## config.mk

```make
export PLATFORM = sky130hd
export DESIGN_NAME = simple_9_sel_arb_flat
export DESIGN_NICKNAME = d
export VERILOG_FILES = /design/src/rtl/simple_9_sel_arb_if.sv /design/src/rtl/simple_9_sel_arb.sv /design/src/flat_wrapper.sv
export SDC_FILE = /design/constraint.sdc
export NUM_CORES = 1
export LEC_CHECK = 0
export ABC_AREA = 1
export BUFFER_PORTS_ARGS = -buffer_cell sky130_fd_sc_hd__buf_4
export CAP_MARGIN = 10
export CORE_AREA = 5 5 52 54
export CTS_CLUSTER_SIZE = 24
export DETAILED_ROUTE_END_ITERATION = 10
export DIE_AREA = 0 0 57 59
export PLACE_DENSITY_LB_ADDON = 0.12
export SYNTH_ARGS = -nofsm -noshare
export SYNTH_HDL_FRONTEND = slang
export SYNTH_SLANG_ARGS = --single-unit
```

## constraint.sdc

```tcl
create_clock -name clk -period 1.6 [get_ports clk]
set_clock_uncertainty 0.1 [all_clocks]
set_input_delay 0.16 -clock clk [delete_from_list [all_inputs] [get_ports clk]]
set_output_delay 0.16 -clock clk [all_outputs]
set_load 0.01 [all_outputs]
```

## src/rtl/simple_9_sel_arb_if.sv

```systemverilog
// Request/grant bundle between the sources, the consumer and the select arbiter.
interface simple_9_sel_arb_if;
  logic [3:0] req;
  logic       last;
  logic [1:0] sel;
  logic [3:0] grant;
  logic       busy;
  logic       burst_cut;

  // Requesters and consumer side: drive requests and end-of-transfer.
  modport master (
    output req,
    output last,
    input  sel,
    input  grant,
    input  busy,
    input  burst_cut
  );

  // Arbiter side.
  modport slave (
    input  req,
    input  last,
    output sel,
    output grant,
    output busy,
    output burst_cut
  );
endinterface

```

## src/rtl/simple_9_sel_arb.sv

```systemverilog
// Round-robin select generator for a 4:1 data selector. Holds one grant per
// burst and hands over to the next requester without a dead cycle.
module simple_9_sel_arb #(
  parameter int unsigned MAX_BURST = 8
) (
  input  logic              clk,
  input  logic              rst_n,
  simple_9_sel_arb_if.slave bus
);

  localparam int unsigned   CntW   = $clog2(MAX_BURST + 1);
  localparam logic [CntW-1:0] CntMax = CntW'(MAX_BURST);
  localparam logic [CntW-1:0] CntOne = CntW'(1);

  typedef enum logic [0:0] {StIdle, StGrant} state_e;

  state_e          state_q;
  logic [1:0]      ptr_q;
  logic [CntW-1:0] cnt_q;
  logic [1:0]      sel_q;
  logic [3:0]      grant_q;
  logic            busy_q;
  logic            cut_q;

  logic [1:0]      pick_ch;
  logic            cur_req;
  logic            at_max;
  logic            burst_end;

  // First requester after base, wrapping round so base itself is checked last.
  function automatic logic [1:0] pick(input logic [1:0] base, input logic [3:0] r);
    logic [1:0] res;
    logic [1:0] c;
    res = base;
    for (int k = 3; k >= 1; k--) begin
      c = base + 2'(k);
      if (r[c]) res = c;
    end
    return res;
  endfunction

  // Arbitration and burst-termination terms; ptr_q always equals the current
  // channel while a grant is held.
  always_comb begin
    pick_ch   = pick(ptr_q, bus.req);
    cur_req   = bus.req[sel_q];
    at_max    = (cnt_q == CntMax);
    burst_end = bus.last | ~cur_req | at_max;
  end

  // Grant FSM with all outputs registered.
  always_ff @(posedge clk or negedge rst_n) begin
    if (!rst_n) begin
      state_q <= StIdle;
      ptr_q   <= 2'd3;
      cnt_q   <= '0;
      sel_q   <= 2'd0;
      grant_q <= 4'b0000;
      busy_q  <= 1'b0;
      cut_q   <= 1'b0;
    end else begin
      unique case (state_q)
        StIdle: begin
          cut_q <= 1'b0;
          // sel_q is left alone so the selector keeps a defined input.
          if (|bus.req) begin
            state_q <= StGrant;
            sel_q   <= pick_ch;
            grant_q <= 4'b0001 << pick_ch;
            busy_q  <= 1'b1;
            cnt_q   <= CntOne;
            ptr_q   <= pick_ch;
          end
        end
        StGrant: begin
          if (!burst_end) begin
            cnt_q <= cnt_q + CntOne;
            cut_q <= 1'b0;
          end else begin
            // Flag only a burst that would otherwise have continued.
            cut_q <= at_max & ~bus.last & cur_req;
            if (|bus.req) begin
              sel_q   <= pick_ch;
              grant_q <= 4'b0001 << pick_ch;
              cnt_q   <= CntOne;
              ptr_q   <= pick_ch;
            end else begin
              state_q <= StIdle;
              grant_q <= 4'b0000;
              busy_q  <= 1'b0;
              cnt_q   <= '0;
            end
          end
        end
        default: state_q <= StIdle;
      endcase
    end
  end

  assign bus.sel       = sel_q;
  assign bus.grant     = grant_q;
  assign bus.busy      = busy_q;
  assign bus.burst_cut = cut_q;

endmodule

```

## src/flat_wrapper.sv

```systemverilog
// flat-port wrapper written by rule: the top's interface ports become plain ports
module simple_9_sel_arb_flat 
#(
  parameter int unsigned MAX_BURST = 8
)
  (clk, rst_n, bus_req, bus_last, bus_sel, bus_grant, bus_busy, bus_burst_cut);
  simple_9_sel_arb_if bus_i ();
  input  logic clk;
  input  logic rst_n;
  input wire logic [$bits(bus_i.req)-1:0] bus_req;
  input wire logic [$bits(bus_i.last)-1:0] bus_last;
  output wire logic [$bits(bus_i.sel)-1:0] bus_sel;
  output wire logic [$bits(bus_i.grant)-1:0] bus_grant;
  output wire logic [$bits(bus_i.busy)-1:0] bus_busy;
  output wire logic [$bits(bus_i.burst_cut)-1:0] bus_burst_cut;
  assign bus_i.req = bus_req;
  assign bus_i.last = bus_last;
  assign bus_sel = bus_i.sel;
  assign bus_grant = bus_i.grant;
  assign bus_busy = bus_i.busy;
  assign bus_burst_cut = bus_i.burst_cut;
  simple_9_sel_arb #(.MAX_BURST(MAX_BURST)) u_core (.clk(clk), .rst_n(rst_n), .bus(bus_i));
endmodule
```

==> metrics, run 1 <==
outcome=complete, but fails checks; violated checks=setup timing; DR WL/cell=roughly 12 µm; Slew @ Worst Pin=around 210 ps; CP max FO=9; Final nets=165; unrepaired setup endpoints after global routing=yes; root buffer cell=clkbuf_4; Worst-path clk slew=90 ps; leakage power=0.000666 µW; Arrival @ worst endpoint=roughly 1700 ps; CP max stage cell=dfstp_2; clk_lat worst skew=roughly 280 ps; first-pass GRT wire length=~3600 µm; placed wire-length estimate=approximately 1600 µm; critical path class=reg2reg; Remaining DRCs=0; # port buffers=14; synthesis-to-finish area growth=28.7%; GRT Resource Usage Total=between 10% and 20%; Worst R2R Path Depth=11; Fin Hold WS=between 60 and 70 ps; Slew Limit Fails=0; EDFF count, synth=0; register area=378 µm²; Setup crit end kind=flop; hold wc startpoint=bus_last; CTS Buffer Depth=2; WL met3=about 130 µm; Via density=about 4.8; Non-Filler Instances=~180; pin count of the biggest net entering global routing=16; Worst Slack Setup Final=-25.6 ps; Inst Count DP=~170; Antenna Cells=0; Yosys reg bits=15; most frequent cells in the layout=nand2_1 (32), nand2_2 (21), buf_4 (21); fin crit period=1630 ps; syn_area_per_cell=7.26 µm²; worst path cell trace=inv_8, nand2_2, nand2_2, nand2_2, nand2_1, inv_2, nand2_2, nand2_2, nand2_2, nand2_2, o21ai_2; total routed wirelength=about 2200 µm; Cell Area, Synth=937 µm²; VDD IR max=between 0.0009 and 0.001 V; setup TNS=-109 ps; fill count=between 200 and 250; final worst-path cycle share=102%; async set-or-reset flop fraction in the synthesized netlist=between 90% and 100%; metal2 WL=roughly 990 µm; Pre-antenna DRT Iters=4; Cell Pwr Density=1890 nW/µm²; Worst EP required=1680 ps; H-tree Lvls=1; Starting Density=43.2%; core area=between 2000 and 2500 µm²; most common cell after layout, fill and taps aside=nand2_1; # setup viols final=7; FF-to-FF End=u_core.bus.sel[0]; RR Startpoint=u_core.ptr_q[0]; antenna viol nets, final=0; number of global-route vias before repair=between 800 and 900; overall power=roughly 2300 µW; CP most frequent cell=nand2_2; 1st-iter DRT viols=17; # rows=17; worst hold path class=in2reg; CP max stage delay=approximately 660 ps; width of the chip=57 µm; TritonCTS clock tree=yes; Syn Inst Count=around 130; Yosys warnings=0; multi-input logic area=a little over 500 µm²; antenna violations before repair=0; grt total ovfl=0; syn nets=around 140; via count=around 870; Max-slew headroom=between 80% and 90%; Sink Count=15; worst reg-to-reg setup slack=-30 ps; Worst Setup Start Kind=flop; f_max=just over 600 MHz; wl on met1=approximately 1000 µm; WHS Endpoint=u_core.bus.burst_cut; ratio of cells with drive above 1 in the final layout=39.0%; RD Place Congestion=0.716; Synth cell types=21; Die Area=~3400 µm²; hold depth=4; top sig layer=met4; sequential-to-total area share from yosys stat=around two fifths; io pins=15; Hold Fails Final Rpt=0; Primary FF master, synth=dfrtp_1; Die Y=59 µm; Max-Cap Viols=0; Num CTS Buffers=3
stage by stage:
| stage | area, µm² | setup WS (ps) | util (%) |
|---|---|---|---|
| after floorplan | 937 | 130 | - |
| after global placement | 1100 | 3.70 | 50.5 |
| after detailed placement | 1100 | -9.53 | 50.5 |
| after CTS | 1140 | 6.27 | 52.7 |
| after global routing | 1210 | -121 | 55.6 |
| final | 1210 | -25.6 | 55.6 |
cell usage after synthesis (2+ instances only):
master / number / area, µm²
nand2_2: 6 / 37.5
xor2_1: 2 / 17.5
dfstp_2: 2 / 52.6
inv_2: 4 / 15.0
ha_1: 3 / 37.5
o21ai_0: 2 / 10.0
inv_1: 15 / 56.3
a21oi_1: 2 / 10.0
o21ai_1: 2 / 10.0
nand4_1: 2 / 12.5
nand3_1: 20 / 100
dfrtp_1: 13 / 325
o21ai_2: 2 / 17.5
nand2_1: 47 / 176
state kept, by name (all words and copies together) (netlist names):
| name | count |
|---|---|
| u_core.bus.grant | 4 |
| u_core.state_q | 1 |
| u_core.bus.burst_cut | 1 |
| u_core.bus.sel | 2 |
| u_core.cnt_q | 4 |
| u_core.bus.busy | 1 |
| u_core.ptr_q | 2 |
power by group:
group / internal [µW] / total (µW) / switching, µW
sequential: 527 / 651 / 124
combinational: 554 / 1420 / 863
clock: 96.8 / 215 / 118
critical path: cells and delay by family, from the launching register on:
family | cells | cell delay (ps)
AO/OA/AOI/OAI | 1 | 50
buffers and inverters | 2 | 140
flip-flops | 1 | 660
AND/OR/NAND/NOR | 8 | 580
cell type report:
type,count,area share (%)
Multi-Input combinational cell,92,42.3
Sequential cell,15,31.3
Timing Repair Buffer,22,13.9
Inverter,21,7.37
Tap cell,28,2.90
Clock buffer,4,2.18
cell families after synthesis:
group	Yosys count	share of synthesized area (%)
fa+ha+maj	3	4.01
compound gates	8	5.07
flops	15	40.3
xor+xnor	2	1.87
buf+inv	22	10.7
simple gates	79	38.1
worst max-delay path by stage:
stage | slack, ps | to | start | depth (start not counted)
global route | -120 | u_core.bus.grant[1] | u_core.ptr_q[0] | 11
CTS | 6 | u_core.bus.grant[1] | u_core.ptr_q[0] | 11
floorplan | 130 | u_core.bus.sel[0] | u_core.ptr_q[0] | 12
finish | -30 | u_core.bus.sel[0] | u_core.ptr_q[0] | 11
global placement | 4 | u_core.bus.sel[1] | u_core.ptr_q[0] | 11
detailed placement | -10 | u_core.bus.sel[1] | u_core.ptr_q[0] | 11
routing by layer:
| layer | up-vias | GRT usage, % |
|---|---|---|
| met5 | - | 0 |
| met4 | 0 | 2.98 |
| met3 | 4 | 4.14 |
| met2 | 24 | 20.1 |
| met1 | 392 | 19.6 |
| li1 | 453 | - |
repair_timing:
| item | 4_1_cts | 5_1_grt |
|---|---|---|
| hold buffers | 1 | 0 |
| resized for setup | 1 | 17 |
| buffers inserted | 1 | 2 |
| endpoints found under the setup margin | 3 | 8 |
| hold endpoints to repair | 15 | 0 |
| pin swaps | 0 | 3 |
No activity file was read; power rests on OpenSTA's default activity.
==> run 2, diff against run 1 <==
--- a/config.mk
+++ b/config.mk
@@ -5,13 +5,14 @@
 export SDC_FILE = /design/constraint.sdc
 export NUM_CORES = 1
 export LEC_CHECK = 0
-export ABC_AREA = 1
+export ABC_AREA = 0
+export ABC_CLOCK_PERIOD_IN_PS = 1600
 export BUFFER_PORTS_ARGS = -buffer_cell sky130_fd_sc_hd__buf_4
 export CAP_MARGIN = 10
-export CORE_AREA = 5 5 52 54
+export CORE_AREA = 5 5 50 52
 export CTS_CLUSTER_SIZE = 24
 export DETAILED_ROUTE_END_ITERATION = 10
-export DIE_AREA = 0 0 57 59
+export DIE_AREA = 0 0 55 57
 export PLACE_DENSITY_LB_ADDON = 0.12
 export SYNTH_ARGS = -nofsm -noshare
 export SYNTH_HDL_FRONTEND = slang
==> run 2 against run 1 <==
- hold slack worse by 42 ps
- non-clock buffer count up 17
- via count down 11%
- area after synthesis down 6.0%
- critical path depth down 6
- utilization up 8.4 points
- the flow still finishes with violations (setup timing)
- wire length down 7.2%
- register-to-register slack worse by 40 ps
- largest power group unchanged
- total power down 8.6%
- combinational power down 13%
- count of clock-buffer cells in the layout unchanged
==> metrics, run 2 <==
Cell Area, Synth=slightly below 900 µm²; RD Place Congestion=around 0.73; syn nets=96; Worst Slack Setup Final=-64.5 ps; Synth cell types=35; Worst Setup Start Kind=flop; worst hold path class=in2reg; # setup viols final=6; leakage power=about 0.00064 µW; CP max stage cell=dfrtp_2; f_max=about 600 MHz; Yosys warnings=0; Num CTS Buffers=3; final worst-path cycle share=104%; clk_lat worst skew=approximately 270 ps; 1st-iter DRT viols=17; placed wire-length estimate=approximately 1500 µm; DP Worst Slack=-91.2 ps; Max-Cap Viols=0; Setup crit end kind=flop; width of the chip=approximately 55 µm; TritonCTS clock tree=yes; Sink Count=15; Non-Filler Instances=between 150 and 200; # port buffers=14; VDD IR max=0.000927 V; setup TNS=-203 ps; Yosys reg bits=15; grt total ovfl=0; total routed wirelength=approximately 2000 µm; syn_area_per_cell=~10 µm²; Worst EP required=1690 ps; first-pass GRT wire length=3440 µm; most frequent cells in the layout=buf_4 (36), dfrtp_1 (12), inv_1 (10); Arrival @ worst endpoint=approximately 1800 ps; io pins=15; most common cell after layout, fill and taps aside=buf_4; Slew Limit Fails=0; unrepaired setup endpoints after global routing=yes; pin count of the biggest net entering global routing=16; wl on met1=840 µm; Slew @ Worst Pin=~480 ps; WL met3=just under 90 µm; fin crit period=~1700 ps; root buffer cell=clkbuf_4; # rows=17; critical path class=reg2reg; Pre-antenna DRT Iters=4; async set-or-reset flop fraction in the synthesized netlist=between 90% and 100%; core area=2060 µm²; via count=about 780; top cells by area, synth=dfrtp_1 (37%), dfstp_2 (6.0%), mux2i_1 (5.7%); Remaining DRCs=0; top sig layer=met4; Max-slew headroom=a little under 70%; Final nets=between 100 and 150; Via density=5.05; metal2 WL=about 1000 µm; CP max FO=6; sequential-to-total area share from yosys stat=a little over two fifths; leading area contributor after synthesis=dfrtp_1; synth cell count leaders=dfrtp_1 (13), inv_1 (11), nand2_1 (9); EDFF count, synth=0; Fin Hold WS=around 23 ps; most frequent cell after synthesis=dfrtp_1; Antenna Cells=0; Starting Density=a little over two fifths; synthesis-to-finish area growth=50.0%; Die Y=about 57 µm; DR WL/cell=~13 µm; worst path cell trace=mux2i_4, o22ai_4, a21o_1, buf_6, o32ai_4; antenna viol nets, final=0; violated checks=setup timing; antenna violations before repair=0; ratio of cells with drive above 1 in the final layout=roughly 51%; CP Buf/Inv Count=1; Hold Fails Final Rpt=0; CTS Buffer Depth=2; Cell Pwr Density=approximately 1600 nW/µm²; H-tree Lvls=1; Primary FF master, synth=dfrtp_1; CP max stage delay=460 ps; Die Area=3140 µm²; GRT Resource Usage Total=14.8%; outcome=complete, but fails checks; number of global-route vias before repair=839; Inst Count DP=144; Syn Inst Count=between 80 and 90; delay-heaviest family, CP=compound AO/OA/AOI/OAI gates; Yosys top cell area share=a little under two fifths; Worst-path clk slew=90 ps
[run 2: cell count changes in the layout (fill, tap and decap cells not counted), moves of 3 or more]
cell	previous run	this run
nand2_1	32	9
nand3_1	18	5
inv_2	4	1
inv_1	15	10
o21ai_2	3	0
mux2i_1	0	3
buf_4	21	36
nand2_2	21	0
[run 2: metal layers]
| layer | global-route usage [%] | vias to the layer above |
|---|---|---|
| li1 | - | 387 |
| met1 | 16.8 | 371 |
| met2 | 25.7 | 15 |
| met3 | 3.13 | 4 |
| met4 | 6.25 | 0 |
| met5 | 0 | - |
[run 2: path summary, 6_finish.rpt]
kind	from	to	slack [ps]	cells after the start
setup / recovery	u_core.bus.sel[1]	u_core.bus.grant[2]	-60	5
hold / removal	bus_req[0]	u_core.state_q	20	2
setup reg to reg	u_core.bus.sel[1]	u_core.bus.grant[2]	-60	5
hold reg to reg	u_core.bus.busy	u_core.bus.busy	420	2
max in group asynchronous	rst_n	u_core.ptr_q[1]	990	2
min in group asynchronous	rst_n	u_core.cnt_q[2]	160	2
[run 2: metrics by stage]
step	util, %	total power [µW]	instance area [µm²]
3_5_place_dp	55.2	1550	1140
4_1_cts	60.7	1910	1250
2_1_floorplan	-	1150	883
3_3_place_gp	55.2	1540	1140
5_1_grt	64.0	2250	1320
6_report	64.0	2090	1320
[run 2: area by class of cell]
class | instances | area (µm²)
Clock buffer | 4 | 26.3
Timing Repair Buffer | 39 | 303
Inverter | 12 | 46.3
Multi-Input combinational cell | 56 | 532
Fill cell | 174 | 742
Sequential cell | 15 | 379
Tap cell | 28 | 35.0
[run 2: logic make-up (layout without fill, tap and decap cells)]
family	after synthesis	after routing	synth area share [%]
simple gates	28	28	18.6
compound gates	18	18	16.9
flops	15	15	42.9
buf+inv	15	55	8.24
mux	7	7	9.09
fa+ha+maj	3	3	4.26
[run 2: power by group]
group	internal [µW]	leakage (µW)	switching [µW]
clock	96.5	0.0000150	119
combinational	701	0.000443	536
sequential	523	0.000183	111
total	1320	0.000642	766
[run 2: what timing repair did]
| item | in CTS | in global routing |
|---|---|---|
| hold buffers | 1 | 0 |
| setup buffers | 3 | 2 |
| pin swaps | 7 | 3 |
| endpoints found under the setup margin | 9 | 12 |
| resized for setup | 10 | 14 |
| hold endpoints to repair | 15 | 0 |
==> run 3, diff against run 2 <==
--- a/config.mk
+++ b/config.mk
@@ -14,6 +14,7 @@
 export DETAILED_ROUTE_END_ITERATION = 10
 export DIE_AREA = 0 0 55 57
 export PLACE_DENSITY_LB_ADDON = 0.12
+export SETUP_SLACK_MARGIN = 0.5
 export SYNTH_ARGS = -nofsm -noshare
 export SYNTH_HDL_FRONTEND = slang
 export SYNTH_SLANG_ARGS = --single-unit
==> run 3 against run 2 <==
- the flow still finishes with violations (setup timing)
- critical path depth rose by 2
- worst setup slack improved by 2.1 ps
- via count rose by 4.1%
- count of clock-buffer cells in the layout fell by 1
- maximum frequency rose by 0.13%
- final cell count rose by 3.9%
- sequential share of layout area fell by 3.0 points
- critical path type unchanged
- critical endpoint unchanged
- largest power group unchanged
==> metrics, run 3 (synthesis results as in run 2) <==
most frequent cells in the layout=buf_4 (24), buf_6 (19), dfrtp_1 (12); Slew @ Worst Pin=405 ps; Worst Setup Start Kind=flop; Fin Hold WS=~32 ps; CP max FO=6; Remaining DRCs=0; worst path cell trace=inv_1, ha_2, nand3b_4, and2_4, a21o_4, buf_8, o32ai_4; width of the chip=between 50 and 60 µm; Worst Slack Setup Final=-62.4 ps; f_max=between 600 and 700 MHz; ratio of cells with drive above 1 in the final layout=between 60% and 70%; synthesis-to-finish area growth=67.5%; first-pass GRT wire length=about 3700 µm; H-tree Lvls=1; via count=about 810; CP max stage delay=390 ps; total routed wirelength=about 2400 µm; VDD IR max=roughly 0.00096 V; io pins=15; violated checks=setup timing; TritonCTS clock tree=yes; Max-slew headroom=72.8%; critical path class=reg2reg; root buffer cell=clkbuf_4; Pre-antenna DRT Iters=4; Worst-path clk slew=roughly 100 ps; Slew Limit Fails=0; # port buffers=14; antenna viol nets, final=0; DR WL/cell=~15 µm; CP max stage cell=dfrtp_1; Setup crit end kind=flop; worst hold path class=in2reg; Num CTS Buffers=3; clk_lat worst skew=approximately 300 ps; fin crit period=between 1500 and 2000 ps; Cell Pwr Density=approximately 1600 nW/µm²; Arrival @ worst endpoint=between 1500 and 2000 ps; Die Area=between 3000 and 4000 µm²; final worst-path cycle share=104%; placed wire-length estimate=approximately 1600 µm; fill count=roughly 160; CTS Buffer Depth=2; leakage power=0.000701 µW; 1st-iter DRT viols=6; number of global-route vias before repair=between 800 and 900; Starting Density=42.7%; Sink Count=15; # rows=17; Worst EP required=~1700 ps; Via density=a little over 5; Antenna Cells=0; Max-Cap Viols=0; Hold Fails Final Rpt=0; # setup viols final=8; antenna violations before repair=0; most common cell after layout, fill and taps aside=buf_4; core area=2060 µm²; Final nets=about 140; GRT Resource Usage Total=16.0%; outcome=complete, but fails checks; pin count of the biggest net entering global routing=16; grt total ovfl=0; unrepaired setup endpoints after global routing=yes; Die Y=about 57 µm; RD Place Congestion=0.749; DP Worst Slack=-119 ps
-- run 3: cell count changes in the layout (fill, tap and decap cells not counted), moves of 2 or more --
cell,previous run,this run
buf_4,36,24
buf_6,2,19
mux2i_2,0,2
mux2i_4,2,0
nand2_1,9,7
nand2_2,0,2
nand3_1,5,2
nand3_2,1,4
-- run 3: area by class of cell --
class                           instances  area (µm²)  area share (%)
Multi-Input combinational cell         56         564            38.3
Tap cell                               28        35.0            2.37
Clock inverter                          1        5.00           0.339
Timing Repair Buffer                   45         419            28.4
Clock buffer                            3        22.5            1.53
Sequential cell                        15         379            25.7
Inverter                               12        50.0            3.39
-- run 3: final timing paths --
check                                start                  end  slack (ps)  cells past startpoint
setup / recovery           u_core.cnt_q[0]  u_core.bus.grant[2]         -60                      7
hold / removal                  bus_req[3]       u_core.state_q          30                      2
setup reg to reg           u_core.cnt_q[0]  u_core.bus.grant[2]         -60                      7
hold reg to reg            u_core.bus.busy      u_core.bus.busy         450                      2
max in group asynchronous            rst_n      u_core.ptr_q[0]        1010                      2
min in group asynchronous            rst_n      u_core.cnt_q[2]         150                      2
-- run 3: stage by stage --
stage	std cells	setup TNS, ps	util, %	power [µW]	instance area [µm²]
final	160	-288	71.5	2320	1480
after floorplan	86	-604	-	1160	917
after global placement	145	-295	56.8	1560	1170
after CTS	155	-307	65.2	2080	1350
after detailed placement	145	-541	56.8	1590	1170
after global routing	160	-829	71.5	2460	1480
-- run 3: power by group --
group | switching (µW) | internal, µW | total, µW
sequential | 114 | 523 | 637
combinational | 590 | 869 | 1460
clock | 136 | 93.3 | 230
total | 840 | 1490 | 2320
-- run 3: timing repair --
action                                 4_1_cts  5_1_grt
buffers inserted                             5        5
endpoints found under the hold margin       15        0
hold buffers                                 1        0
cloned                                       0        0
gates resized for setup                     23       21
setup endpoints to repair                   19       21
pin swaps                                    7        6
-- run 3: worst max-delay path: cells and delay by family (launching register included) --
family	cells	cell delay, ps
flip-flops	1	390
buffers and inverters	2	210
AO/OA/AOI/OAI	2	450
adder cells (fa/ha/maj)	1	190
AND/OR/NAND/NOR	2	240
-- run 3: routing by layer --
layer  vias up  share of wire, %  wire, µm  GRT usage (%)
met5         -                 0         0              0
met4         0               1.2        29           5.21
met3         2               2.6        63           3.13
met2         8                58      1390           28.2
met1       396                38       918           18.8
li1        403                 -         -              -
